File: config.mk
export PLATFORM = sky130hd
export DESIGN_NAME = warp_fetcher
export DESIGN_NICKNAME = d
export VERILOG_FILES = /design/src/rtl/warp_fetcher.sv
export SDC_FILE = /design/constraint.sdc
export NUM_CORES = 1
export LEC_CHECK = 0
export ABC_CLOCK_PERIOD_IN_PS = 4500
export CAP_MARGIN = 20
export CORE_UTILIZATION = 45
export DETAILED_ROUTE_END_ITERATION = 7
export DONT_BUFFER_PORTS = 1
export GPL_TIMING_DRIVEN = 0
export SLEW_MARGIN = 10
export SYNTH_ARGS = -nofsm -noshare
export SYNTH_HDL_FRONTEND = slang
export SYNTH_SLANG_ARGS = --single-unit
File: constraint.sdc
create_clock -name clk -period 4.5 [get_ports clk]
set_clock_uncertainty 0.1 [all_clocks]
set_input_delay 0.45 -clock clk [delete_from_list [all_inputs] [get_ports clk]]
set_output_delay 0.45 -clock clk [all_outputs]
set_load 0.1 [all_outputs]
File: src/rtl/warp_fetcher.sv
`default_nettype none
// ============================================================================
// Module      : warp_fetcher
// Description : Per-warp single-entry instruction buffer in front of program
//               memory. A hit on the buffered PC returns the stored
//               instruction one cycle after acceptance; a miss reads program
//               memory, refills the warp's entry and returns the data.
// Ports       : clk, reset              - clock / synchronous active-high reset
//               fetch_req, warp_id, pc  - scheduler request (held until ready)
//               flush                   - invalidate every buffer entry
//               mem_read_*              - program memory read channel
//               instruction_ready       - one-cycle pulse, instruction valid
//               instruction             - fetched instruction (held stable)
//               fetch_state             - current FSM state
//               hit_count               - saturating buffer-hit counter
// Revision    : 1.0 - initial release
// ============================================================================
module warp_fetcher #(
    parameter int MAX_WARPS_PER_CORE = 2,
    parameter int WARP_ID_BITS       = $clog2(MAX_WARPS_PER_CORE),
    parameter int PROGRAM_ADDR_BITS  = 8,
    parameter int PROGRAM_DATA_BITS  = 16
) (
    input  logic                         clk,
    input  logic                         reset,
    input  logic                         fetch_req,
    input  logic [WARP_ID_BITS-1:0]      warp_id,
    input  logic [PROGRAM_ADDR_BITS-1:0] pc,
    input  logic                         flush,
    output logic                         mem_read_valid,
    output logic [PROGRAM_ADDR_BITS-1:0] mem_read_address,
    input  logic                         mem_read_ready,
    input  logic [PROGRAM_DATA_BITS-1:0] mem_read_data,
    output logic                         instruction_ready,
    output logic [PROGRAM_DATA_BITS-1:0] instruction,
    output logic [1:0]                   fetch_state,
    output logic [15:0]                  hit_count
);

    localparam logic [1:0] c_IDLE     = 2'b00;
    localparam logic [1:0] c_FETCHING = 2'b01;
    localparam logic [1:0] c_DONE     = 2'b10;

    logic [1:0]                   r_state;
    logic [WARP_ID_BITS-1:0]      r_warp;
    logic [PROGRAM_ADDR_BITS-1:0] r_pc;
    logic [PROGRAM_DATA_BITS-1:0] r_instruction;
    logic [15:0]                  r_hit_count;

    logic [MAX_WARPS_PER_CORE-1:0] r_valid;
    logic [PROGRAM_ADDR_BITS-1:0]  r_tag  [MAX_WARPS_PER_CORE];
    logic [PROGRAM_DATA_BITS-1:0]  r_data [MAX_WARPS_PER_CORE];

    logic                         w_hit;
    logic [PROGRAM_DATA_BITS-1:0] w_entry_data;
    logic                         w_hit_accept;

    // Lookup by scanning the implemented entries only: a warp_id at or
    // beyond MAX_WARPS_PER_CORE matches nothing and therefore misses.
    always_comb begin
        w_hit        = 1'b0;
        w_entry_data = '0;
        for (int i = 0; i < MAX_WARPS_PER_CORE; i++) begin
            if ((warp_id == WARP_ID_BITS'(i)) && r_valid[i] && (r_tag[i] == pc)) begin
                w_hit        = 1'b1;
                w_entry_data = r_data[i];
            end
        end
    end

    // A flush in the acceptance cycle forces the request down the miss path.
    assign w_hit_accept = (r_state == c_IDLE) && fetch_req && w_hit && !flush;

    always_ff @(posedge clk) begin
        if (reset) begin
            r_state       <= c_IDLE;
            r_warp        <= '0;
            r_pc          <= '0;
            r_instruction <= '0;
            r_hit_count   <= '0;
            r_valid       <= '0;
        end else begin
            case (r_state)
                c_IDLE: begin
                    if (fetch_req) begin
                        r_warp <= warp_id;
                        r_pc   <= pc;
                        if (w_hit_accept) begin
                            r_instruction <= w_entry_data;
                            if (r_hit_count != 16'hFFFF) begin
                                r_hit_count <= r_hit_count + 16'd1;
                            end
                            r_state <= c_DONE;
                        end else begin
                            r_state <= c_FETCHING;
                        end
                    end
                end
                c_FETCHING: begin
                    if (mem_read_ready) begin
                        r_instruction <= mem_read_data;
                        for (int i = 0; i < MAX_WARPS_PER_CORE; i++) begin
                            if (r_warp == WARP_ID_BITS'(i)) begin
                                r_valid[i] <= 1'b1;
                                r_tag[i]   <= r_pc;
                                r_data[i]  <= mem_read_data;
                            end
                        end
                        r_state <= c_DONE;
                    end
                end
                c_DONE: begin
                    r_state <= c_IDLE;
                end
                default: begin
                    r_state <= c_IDLE;
                end
            endcase

            // Placed after the fill so a coincident flush leaves the entry invalid.
            if (flush) begin
                r_valid <= '0;
            end
        end
    end

    assign mem_read_valid    = (r_state == c_FETCHING);
    assign mem_read_address  = (r_state == c_FETCHING) ? r_pc : '0;
    assign instruction_ready = (r_state == c_DONE);
    assign instruction       = r_instruction;
    assign fetch_state       = r_state;
    assign hit_count         = r_hit_count;

endmodule
`default_nettype wire

==> results.ini <==
[synth]
synth.area.top_cells=edfxtp_1 38%, dfxtp_1 24%, o2bb2ai_2 3.5%
synthesis.instances=320
ys_types=42
synth_nets=351
syn_area_um2=3830
synth_top_area_cell=edfxtp_1
synth_edf_count=48
ys.flop_type=edfxtp_1
syn-mean-instance-area_um2=12.0
synth-seq-cells=93
yosys.area.top_type_share_pct=37.6
yosysSeqAreaShare_pct=61.2
ys_warn_count=0
ys_async_sr_fraction_pct=0

[setup_path]
cp_slowest_cell=dfxtp_1
cp_data_required_time_ns=3.95
r2r_start=fetch_state[0]
crit_path_start_kind=register
max_stage_delay_ns=1.07
worstPathCellList=nand2b_1, inv_2, clkbuf_2, and2_1
path_max_fanout=10
cp-end-kind=primary output
crit_start=fetch_state[0]
arrival_ns=3.69
crit_type=reg2out

[timing]
slew_headroom_pct=25.6
holdWs_ns=0.0645
tightest_slew_ns=1.11
fin_setup_tns_ns=0
drv_slew=0
rsz0062_at_grt=false
max_freq_mhz=236
fin_crit_ns=4.24
finalWorstSetupSlack_ns=0.255
setup_viol=0
finalHoldViolCount=0
fin_crit_sh_pct=94.3

[pwr]
max-vdd-ir-drop_mv=0.197
p_per_area_nw_per_um2=375
leakage_nw=1.37

[clock_tree]
cts_buffer_depth=2
cts_root_buf=clkbuf_8
cts_made_buffers=9
htreeDepth=3
clk_pin_slew_worst_paths_ns=0.09
holdBufCountCts=0
cts.sinks=93
cts_tree=done
cts_resized=0
postCtsSetupRepairBufs=0
clock_latency_ns=0.36

[grt]
grt_pass1_wl_mm=13.2
antenna_found_initial=0
groute.usage.overall_pct=20.4
grt_pass1_vias=2623
gr-total-overflow=0
grt_max_degree=17

[detailed_routing]
drc_errors=0
totalWireLength_mm=8.48
first_iter_violations=110
vias_per_cell=5.84
dr.pass1.iters=4
wl_per_cell_um=19.0
dr_total_vias=2603
ant_nets=0

[worst_hold_path]
hp-start=flush
hold_path.class=in2reg

[cells_and_area]
post-route-util_pct=51.4
nets=367
layout_common_cells=48 x edfxtp_1, 45 x dfxtp_1, 35 x nand2_1
antenna_cells=0
drive_above_1_share_pct=14.1
stdcell_area_um2=4220
syn2layout_area_growth_pct=10.3
final_common_cell=edfxtp_1

[run_status]
status=complete, no violations

[floorplanning]
die_x_um=94.2
core.rowCount=33
die_y_um=94.2
initial_core_util_pct=46.6
dieArea_um2=8880
io_pins=74
core_area_um2=8220

[place]
gp_congestion=0.775
place.port_buffers=0
dpl.hpwl_mm=5.96
placed_area_um2=4020
post-place-ws_ns=0.624

[flow_run]
maxCapViolCount=0

==> stage by stage <==
step | std cells | total power, mW
final | 446 | 1.58
after global routing | 446 | 1.64
after CTS | 446 | 1.60
after detailed placement | 430 | 1.05
after global placement | 425 | 1.04
after floorplan | 320 | 1.02
==> cell type report <==
class	count	area, µm²
fill	750	3990
sequential	93	2340
multi-input combinational	208	1400
tap	105	131
clock buffer	10	128
buffer	14	77.6
clock inverter	6	72.6
timing repair buffer	5	48.8
inverter	5	18.8
==> critical path: cells and delay by family (launching register included) <==
kind / cells / cell delay (ns)
simple gates: 2 / 1.30
flops: 1 / 1.07
buf+inv: 2 / 0.96
==> registers in the layout (all words and copies together) (netlist names) <==
register     cells
fetch_state      2
hit_count       16
instruction     16
r_data          32
r_pc             8
r_tag           16
r_valid          2
r_warp           1
==> cell families after synthesis <==
| group | synth area share [%] |
|---|---|
| compound gates | 14.3 |
| buf+inv | 2.48 |
| xor+xnor | 4.12 |
| fa+ha+maj | 0.327 |
| mux | 0.261 |
| simple gates | 17.3 |
| flops | 61.2 |
==> cell usage after synthesis (all sizes together), types with 6 or more instances <==
| master | instances |
|---|---|
| or3 | 9 |
| a21oi | 24 |
| or4 | 8 |
| dfxtp | 45 |
| o21ai | 9 |
| nand2 | 36 |
| xnor2 | 13 |
| and3 | 16 |
| and2 | 9 |
| o2bb2ai | 16 |
| a221oi | 12 |
| nand3 | 10 |
| nor3 | 6 |
| clkbuf | 9 |
| nor2 | 11 |
| edfxtp | 48 |
==> routing by layer <==
layer	vias up	track usage, %	wire length, µm
met5	-	0	0
met4	0	9.10	148
met3	10	7.52	680
met2	77	32.6	4060
met1	1281	24.3	3590
li1	1235	-	-
==> report_power, final <==
group	leakage [nW]	internal (mW)	switching (mW)
Clock	0.0906	0.262	0.297
Combinational	0.472	0.0259	0.0679
Sequential	0.810	0.904	0.0287
Total	1.37	1.19	0.394
==> path summary, 6_finish.rpt <==
check / endpoint / cells after the start / slack [ns]
min: r_valid[0] / 1 / 0.06
max: mem_read_address[5] / 4 / 0.26
max reg2reg: r_tag[0][2] / 5 / 1.16
min reg2reg: r_tag[0][2] / 0 / 0.38
No activity file was read; power rests on OpenSTA's default activity.
